<file path="config.mk">
export PLATFORM = sky130hd
export DESIGN_NAME = mult_control
export DESIGN_NICKNAME = d
export VERILOG_FILES = /design/src/rtl/mult_control_pkg.sv /design/src/rtl/mult_control_bit_counter.sv /design/src/rtl/mult_control.sv
export SDC_FILE = /design/constraint.sdc
export NUM_CORES = 1
export LEC_CHECK = 0
export ABC_AREA = 1
export CORE_UTILIZATION = 43
export CTS_CLUSTER_DIAMETER = 100
export DETAILED_ROUTE_END_ITERATION = 6
export PLACE_DENSITY = 0.72
export SLEW_MARGIN = 10
export SYNTH_ARGS = -nofsm -noshare
export SYNTH_HDL_FRONTEND = slang
export SYNTH_SLANG_ARGS = --single-unit
</file>
<file path="constraint.sdc">
create_clock -name Clk -period 1.1 [get_ports Clk]
set_input_delay 0.22 -clock Clk [delete_from_list [all_inputs] [get_ports Clk]]
set_output_delay 0.22 -clock Clk [all_outputs]
set_load 0.1 [all_outputs]
</file>
<file path="src/rtl/mult_control_pkg.sv">
// Shared types for the shift-add multiplier control unit.
// State encodings, strobe bundle and the state-to-strobe decode.
package mult_control_pkg;

  localparam int N_DEF = 16;

  typedef enum logic [2:0] {
    S_IDLE  = 3'd0,
    S_LOAD  = 3'd1,
    S_TEST  = 3'd2,
    S_ADD   = 3'd3,
    S_SHIFT = 3'd4,
    S_DONE  = 3'd5
  } state_t;

  typedef struct packed {
    logic load;
    logic ad;
    logic sh;
    logic done;
    logic busy;
  } ctrl_t;

  // Moore decode: strobes are one-hot or idle, busy covers LOAD..SHIFT
  function automatic ctrl_t decode(input state_t s);
    ctrl_t c;
    c = '0;
    case (s)
      S_LOAD: begin
        c.load = 1'b1;
        c.busy = 1'b1;
      end
      S_TEST: begin
        c.busy = 1'b1;
      end
      S_ADD: begin
        c.ad   = 1'b1;
        c.busy = 1'b1;
      end
      S_SHIFT: begin
        c.sh   = 1'b1;
        c.busy = 1'b1;
      end
      S_DONE: begin
        c.done = 1'b1;
      end
      default: c = '0;
    endcase
    return c;
  endfunction

endpackage

</file>
<file path="src/rtl/mult_control_bit_counter.sv">
// Iteration counter for the shift-add multiplier.
// Clear has priority over enable; tc flags the last iteration.
module mult_bit_counter #(
  parameter int N     = 16,
  parameter int CNT_W = 4
) (
  input  logic             clk,
  input  logic             rst_n,
  input  logic             clr,
  input  logic             en,
  output logic [CNT_W-1:0] count,
  output logic             tc
);

  localparam logic [CNT_W-1:0] LAST = CNT_W'(N - 1);

  // Iteration index: cleared on load, stepped after each non-final shift
  always_ff @(posedge clk or negedge rst_n) begin
    if (!rst_n) begin
      count <= '0;
    end else if (clr) begin
      count <= '0;
    end else if (en) begin
      count <= count + 1'b1;
    end
  end

  assign tc = (count == LAST);

endmodule

</file>
<file path="src/rtl/mult_control.sv">
// Control FSM of the shift-add multiplier.
// Drives Load/Ad/Sh for an external ACC and handshakes Done/St.
module mult_control
  import mult_control_pkg::*;
#(
  parameter  int N     = N_DEF,
  localparam int CNT_W = $clog2(N)
) (
  input  logic             Clk,
  input  logic             Rst_n,
  input  logic             St,
  input  logic             M,
  output logic             Load,
  output logic             Ad,
  output logic             Sh,
  output logic             Done,
  output logic             Busy,
  output logic [CNT_W-1:0] Count
);

  state_t state;
  ctrl_t  ctrl;
  logic   cnt_clr;
  logic   cnt_en;
  logic   cnt_tc;

  // Counter control follows the registered state
  always_comb begin
    cnt_clr = (state == S_LOAD);
    cnt_en  = (state == S_SHIFT) && !cnt_tc;
  end

  mult_bit_counter #(
    .N     (N),
    .CNT_W (CNT_W)
  ) u_cnt (
    .clk   (Clk),
    .rst_n (Rst_n),
    .clr   (cnt_clr),
    .en    (cnt_en),
    .count (Count),
    .tc    (cnt_tc)
  );

  // Sequencer: state and its decoded strobes are registered together
  always_ff @(posedge Clk or negedge Rst_n) begin
    if (!Rst_n) begin
      state <= S_IDLE;
      ctrl  <= '0;
    end else begin
      case (state)
        S_IDLE: begin
          if (St) begin
            state <= S_LOAD;
            ctrl  <= decode(S_LOAD);
          end
        end
        S_LOAD: begin
          state <= S_TEST;
          ctrl  <= decode(S_TEST);
        end
        S_TEST: begin
          if (M) begin
            state <= S_ADD;
            ctrl  <= decode(S_ADD);
          end else begin
            state <= S_SHIFT;
            ctrl  <= decode(S_SHIFT);
          end
        end
        S_ADD: begin
          state <= S_SHIFT;
          ctrl  <= decode(S_SHIFT);
        end
        S_SHIFT: begin
          if (cnt_tc) begin
            state <= S_DONE;
            ctrl  <= decode(S_DONE);
          end else begin
            state <= S_TEST;
            ctrl  <= decode(S_TEST);
          end
        end
        S_DONE: begin
          if (!St) begin
            state <= S_IDLE;
            ctrl  <= decode(S_IDLE);
          end
        end
        default: begin
          state <= S_IDLE;
          ctrl  <= '0;
        end
      endcase
    end
  end

  assign Load = ctrl.load;
  assign Ad   = ctrl.ad;
  assign Sh   = ctrl.sh;
  assign Done = ctrl.done;
  assign Busy = ctrl.busy;

endmodule

</file>
== Yosys cells after proc, flatten, opt, wreduce, memory -nomap -nowiden ==
Index checks and enable logic that the tools add are counted.

* Flip-flop bits (word level): 12
* Word-level logic and storage cells: 33
* Input port bits: 4
* Output and inout port bits: 9

* Eq/ne operators: 8
* Reductions and logical operators: 5
* Add/subtract/negate cells: 1
* Multiplexer cells: 12

{| class="wikitable"
|+ Operators by type and width
! kind !! number
|-
| $pmux 5 s6 || 1
|-
| $pmux 3 s6 || 1
|-
| $mux 3 || 4
|-
| $mux 4 || 3
|-
| $mux 5 || 2
|-
| $eq 3x2->1 const B || 2
|-
| $eq 3x3->1 const B || 2
|-
| $add 4x1->4 const B || 1
|-
| $eq 4x4->1 const B || 1
|-
| $ne 2x2->1 const B || 2
|-
| $eq 3x1->1 const B || 1
|-
| $logic_not 3->1 || 1
|-
| $mux 2 || 1
|-
| $reduce_and 2->1 || 1
|-
| $reduce_bool 2->1 || 1
|-
| $logic_and 1x1->1 || 1
|-
| $logic_not 1->1 || 1
|}

== Depth between registers and ports, before layout ==
* Word-level depth: 5
* Gate-level depth with buffers: 7
* Depth with buffers taken out: 7

== By module ==
A second synthesis with hierarchy kept.

* Cell total of the unflattened synthesis: 78
* Area, all modules: 611.8 µm²

{| class="wikitable"
|+ By module, submodules not included
! module !! seq. area each (µm²) !! cells each !! area an instance (µm²) !! times used
|-
| mult_control || 200.2 || 52 || 400.4 || 1
|-
| mult_bit_counter || 100.1 || 26 || 211.5 || 1
|}

== Worst setup path before layout ==
OpenSTA, ideal clock, no wires.

* Path type: register to register
* From: register u_cnt.count[0]
* To: register u_cnt.count[2]
* Data required time: 1.032 ns
* Period minus slack after synthesis: 1.873 ns
* Cell stages (with the launch flop): 8
* Setup time: 0.068 ns
* Arrival: 1.805 ns
* Path slack: -0.773 ns
* Buffers on the path: 0
* Path through: dfrtp_1 -> ha_1 -> nand2_2 -> nor2_4 -> nor2_4 -> nor2_4 -> nand2_1 -> nand2_1

* Longest elaborated chain between the ends: 4
* Elaborated cells on any way between the ends: 7
* Classes of those cells: add/sub: 1; eq/ne: 1; mux: 2; reduce/logical: 3

{| class="wikitable"
|+ Ends and longest elaborated chain
! item !! RTL line !! text
|-
| from (decl) || mult_control_bit_counter.sv:11 || <nowiki>output logic [CNT_W-1:0] count,</nowiki>
|-
| from (signal assigned) || mult_control_bit_counter.sv:24 || <nowiki>count <= count + 1'b1;</nowiki>
|-
| parallel branches: the longest is 4 deep, another holds $add 4x1->4 || -- ||
|}

Parallel ways; which one is timed is not known. The select of a mux whose other input is x is not followed.
A chain may end at the register's enable or synchronous reset.

== Final worst setup path ==
* From: register u_cnt.count[1]
* To: output port Count[1]

{| class="wikitable"
|+ RTL lines
! item !! RTL line !! text
|-
| to (decl) || mult_control.sv:18 || <nowiki>output logic [CNT_W-1:0] Count</nowiki>
|}

No word-level cell between the ends.

==> summary.md <==
| Metric | Value |
|---|---|
| Status | complete, but fails checks |
| Failing checks | negative setup slack |
| Largest family of logic cells by synthesized area | simple AND/OR/NAND/NOR gates |
| CTS tree | done |
| Leak Pwr | 0.000528 uW |
| Crit Path Class | flip-flop to output pin |
| Max Slew Vio Count | 0 |
| # diodes | 0 |
| Final ANT Viol Nets | 0 |
| Xor/xnor share of the synthesized area | 0% |
| WP depth | 2 |
| Post-Syn Area | 624 um^2 |
| CP required | 0.88 ns |
| Arrival time worst endpoint | 1.08 ns |
| Slew headroom | 87.8% |
| # clock sinks | 12 |
| Comb pwr share | 66.2% |
| Global-route wire length before repair | 2270 um |
| Core area | 1330 um^2 |
| Worst setup SP type | flip-flop |
| Adder-Cell Fraction of Synth Area | 2.00% |
| Sequential Power Share | 25.1% |
| GRT Util Overall | 23.4% |
| CTS Root Cell | clkbuf_4 |
| Final worst path period share | 118% |
| Seq/Total Area, Yosys | 48.1% |
| Ys async rst share | 100% |
| Max_cap viols | 0 |
| Post-synth EDFFs | 0 |
| Grt ovf | 0 |
| CP peak stage delay | 0.51 ns |
| Final Power | 3400 uW |
| Die height | 40.1 um |
| Worst Tran Pin Value | 0.182 ns |
| P_int | 1670 uW |
| Post-synthesis sequential element count | 12 |
| Simple-gate share of the synthesized area | 43.1% |
| Routed vias | 603 |
| RSZ-0062 raised after global routing | yes |
| Net Switching | 1730 uW |
| PD cells | 3190 nW/um^2 |
| Vias per cell | 5.03 |
| Final WL | 1420 um |
| WL/cell | 11.8 um |
| Drc violations | 0 |
| Final hold violations | 0 |
| Die W | 40.1 um |
| Avg Inst Size Synth | 8.32 um^2 |
| Initial antenna violation count | 0 |
| Row cnt | 13 |
| Synth Area in Compound Gates | 1.60% |
| Type of the worst min-delay path | primary input to async pin |
| Skew-Pair Late Insertion Delay | 0.28 ns |
| Largest net degree at the start of global routing | 13 |
| Maximum clock insertion buffer count | 2 |
| I/O Pins | 13 |
| Distinct cells, synth | 15 |
| Clock transition at path regs | 0.08 ns |
| CP max-delay cell | dfrtp_4 |
| Vias in the first global route | 587 |
| Die ar. | 1610 um^2 |
| 1st-iter DRT viols | 20 |
| CP top delay family | flip-flops |
| Layout net count | 111 |
| Total CTS buffers | 3 |
| Ys Warns | 0 |
| Clock Power Share | 8.7% |
| R2R depth | 7 |
| Ys flop type | dfrtp_1 |
| Htree depth | 1 |
| Fmax | 769 MHz |
| DP Wirelength | 1080 um |
| Worst-path cell chain | buf_6 > buf_12 |
| Worst Path Buf+Inv | 2 |
| Mux contribution to synthesized area | 0% |
| GPL Wtd Cong | 0.843 |
| Fraction of layout cells with a size suffix above 1 | 55.2% |
| Reg-to-reg endpoint | u_cnt.count[2]$_DFFE_PN0P_ |
| Switching portion of total power | 50.8% |
| Worst Setup Slack, final | -0.201 ns |
| Peak VDD IR | 1.88 mV |
| Post-Place Worst Slack | -0.108 ns |
| Reg2reg setup slack | -0.14 ns |
| Min Hold Slack | 0.228 ns |
| Worst Skew | 0.00852 ns |
| Area delta synth->final | 70.3% |
| Worst reg2reg startpoint | u_cnt.count[1]$_DFFE_PN0P_ |
| # setup viols final | 14 |
| Peak fanout along the critical path | 2 |
| Detailed Routing Iterations Pass 1 | 4 |
| Post-Syn Instances | 75 |
| Crit path capture type | output pin |
| Starting density of the core | 46.8% |
| Minimum clock period | 1.30 ns |
| Syn Nets | 80 |
| IO buf count | 12 |
layout by cell type, fill, tap and decap left out, types with 2 or more instances in the layout:
cell type / n
nand3_2: 3
nand2_1: 28
nand4_1: 3
nand2_2: 4
clkdlybuf4s50_1: 3
buf_12: 9
buf_4: 9
dfrtp_4: 3
inv_1: 4
buf_6: 5
dfrtp_2: 8
nand2_4: 2
inv_2: 3
nor2_4: 4
clkbuf_4: 3
nand3_1: 6
flip-flops by register name, indices dropped and copies added (netlist names):
register / cells
Ad: 1
Sh: 1
Done: 1
Busy: 1
Load: 1
u_cnt.count: 4
state: 3
kinds of logic (layout without fill, tap and decap cells):
family	count (synthesis)	after routing
simple gates	52	52
flops	12	12
buf+inv	8	38
compound gates	2	2
fa+ha+maj	1	1
Yosys cell counts (2+ instances only):
| library cell | instances | area [um^2] |
|---|---|---|
| dfrtp_1 | 12 | 300 |
| nand4_1 | 3 | 18.8 |
| inv_1 | 4 | 15.0 |
| nand2_1 | 29 | 109 |
| nand2_2 | 4 | 25.0 |
| o21ai_0 | 2 | 10.0 |
| inv_2 | 3 | 11.3 |
| nor2_4 | 4 | 45.0 |
| nand3_1 | 8 | 40.0 |
worst reg2reg max path, cell delays in order, from the launching register on:
cell and delay, ns:
dfrtp_4 0.51, ha_4 0.18, nand2_4 0.06, nor2_4 0.04
nor2_4 0.16, nor2_4 0.07, nand2_1 0.06, nand2_1 0.05
per-stage QoR:
step,setup TNS (ns),std cells,cell area [um^2],utilization [%]
CTS,-1.32,119,1040,77.7
global placement,-0.671,110,952,71.4
finish,-1.33,120,1060,79.7
detailed placement,-0.952,110,952,71.4
floorplan,-1.95,75,663,-
global route,-1.91,120,1060,79.7
final cells by class:
class                   instances  area [um^2]
repair buffers                 26          334
multi-input cells              55          330
flip-flops and latches         12          322
fillers                        89          270
inverters                       8         32.5
clock buffers                   4         26.3
well taps                      15         18.8
metal layers:
layer	wire [um]	vias to the layer above	global-route usage (%)	part of all wire, %
li1	-	299	-	-
met4	65	0	19.8	4.6
met5	0	-	0	0
met2	725	21	39.5	51
met1	561	274	23.3	40
met3	67	9	6.67	4.7
power groups by stage:
stage                     Combinational (uW)  Clock, uW  Sequential (uW)
after floorplan                          529          0             1590
after global placement                  2060          0              833
after detailed placement                2100          0              849
after CTS                               2200        301              837
after global routing                    2380        323              871
final                                   2250        294              853
worst max path at each step:
stage	start	end	slack, ns
2_1_floorplan	u_cnt.count[1]$_DFFE_PN0P_	u_cnt.count[2]$_DFFE_PN0P_	-0.25
6_report	u_cnt.count[1]$_DFFE_PN0P_	Count[1]	-0.20
5_1_grt	u_cnt.count[0]$_DFFE_PN0P_	Count[0]	-0.22
3_5_place_dp	u_cnt.count[1]$_DFFE_PN0P_	u_cnt.count[3]$_DFFE_PN0P_	-0.11
3_3_place_gp	St	state[0]$_DFFE_PN0P_	-0.09
4_1_cts	u_cnt.count[1]$_DFFE_PN0P_	Count[1]	-0.20
repair_timing:
item / in CTS / in global routing
setup buffers: 5 / 1
hold buffers: 0 / 0
endpoints found under the setup margin: 16 / 20
pin swaps: 1 / 2
gates resized for setup: 6 / 7
Note: power is estimated with default switching activity, not from simulation.
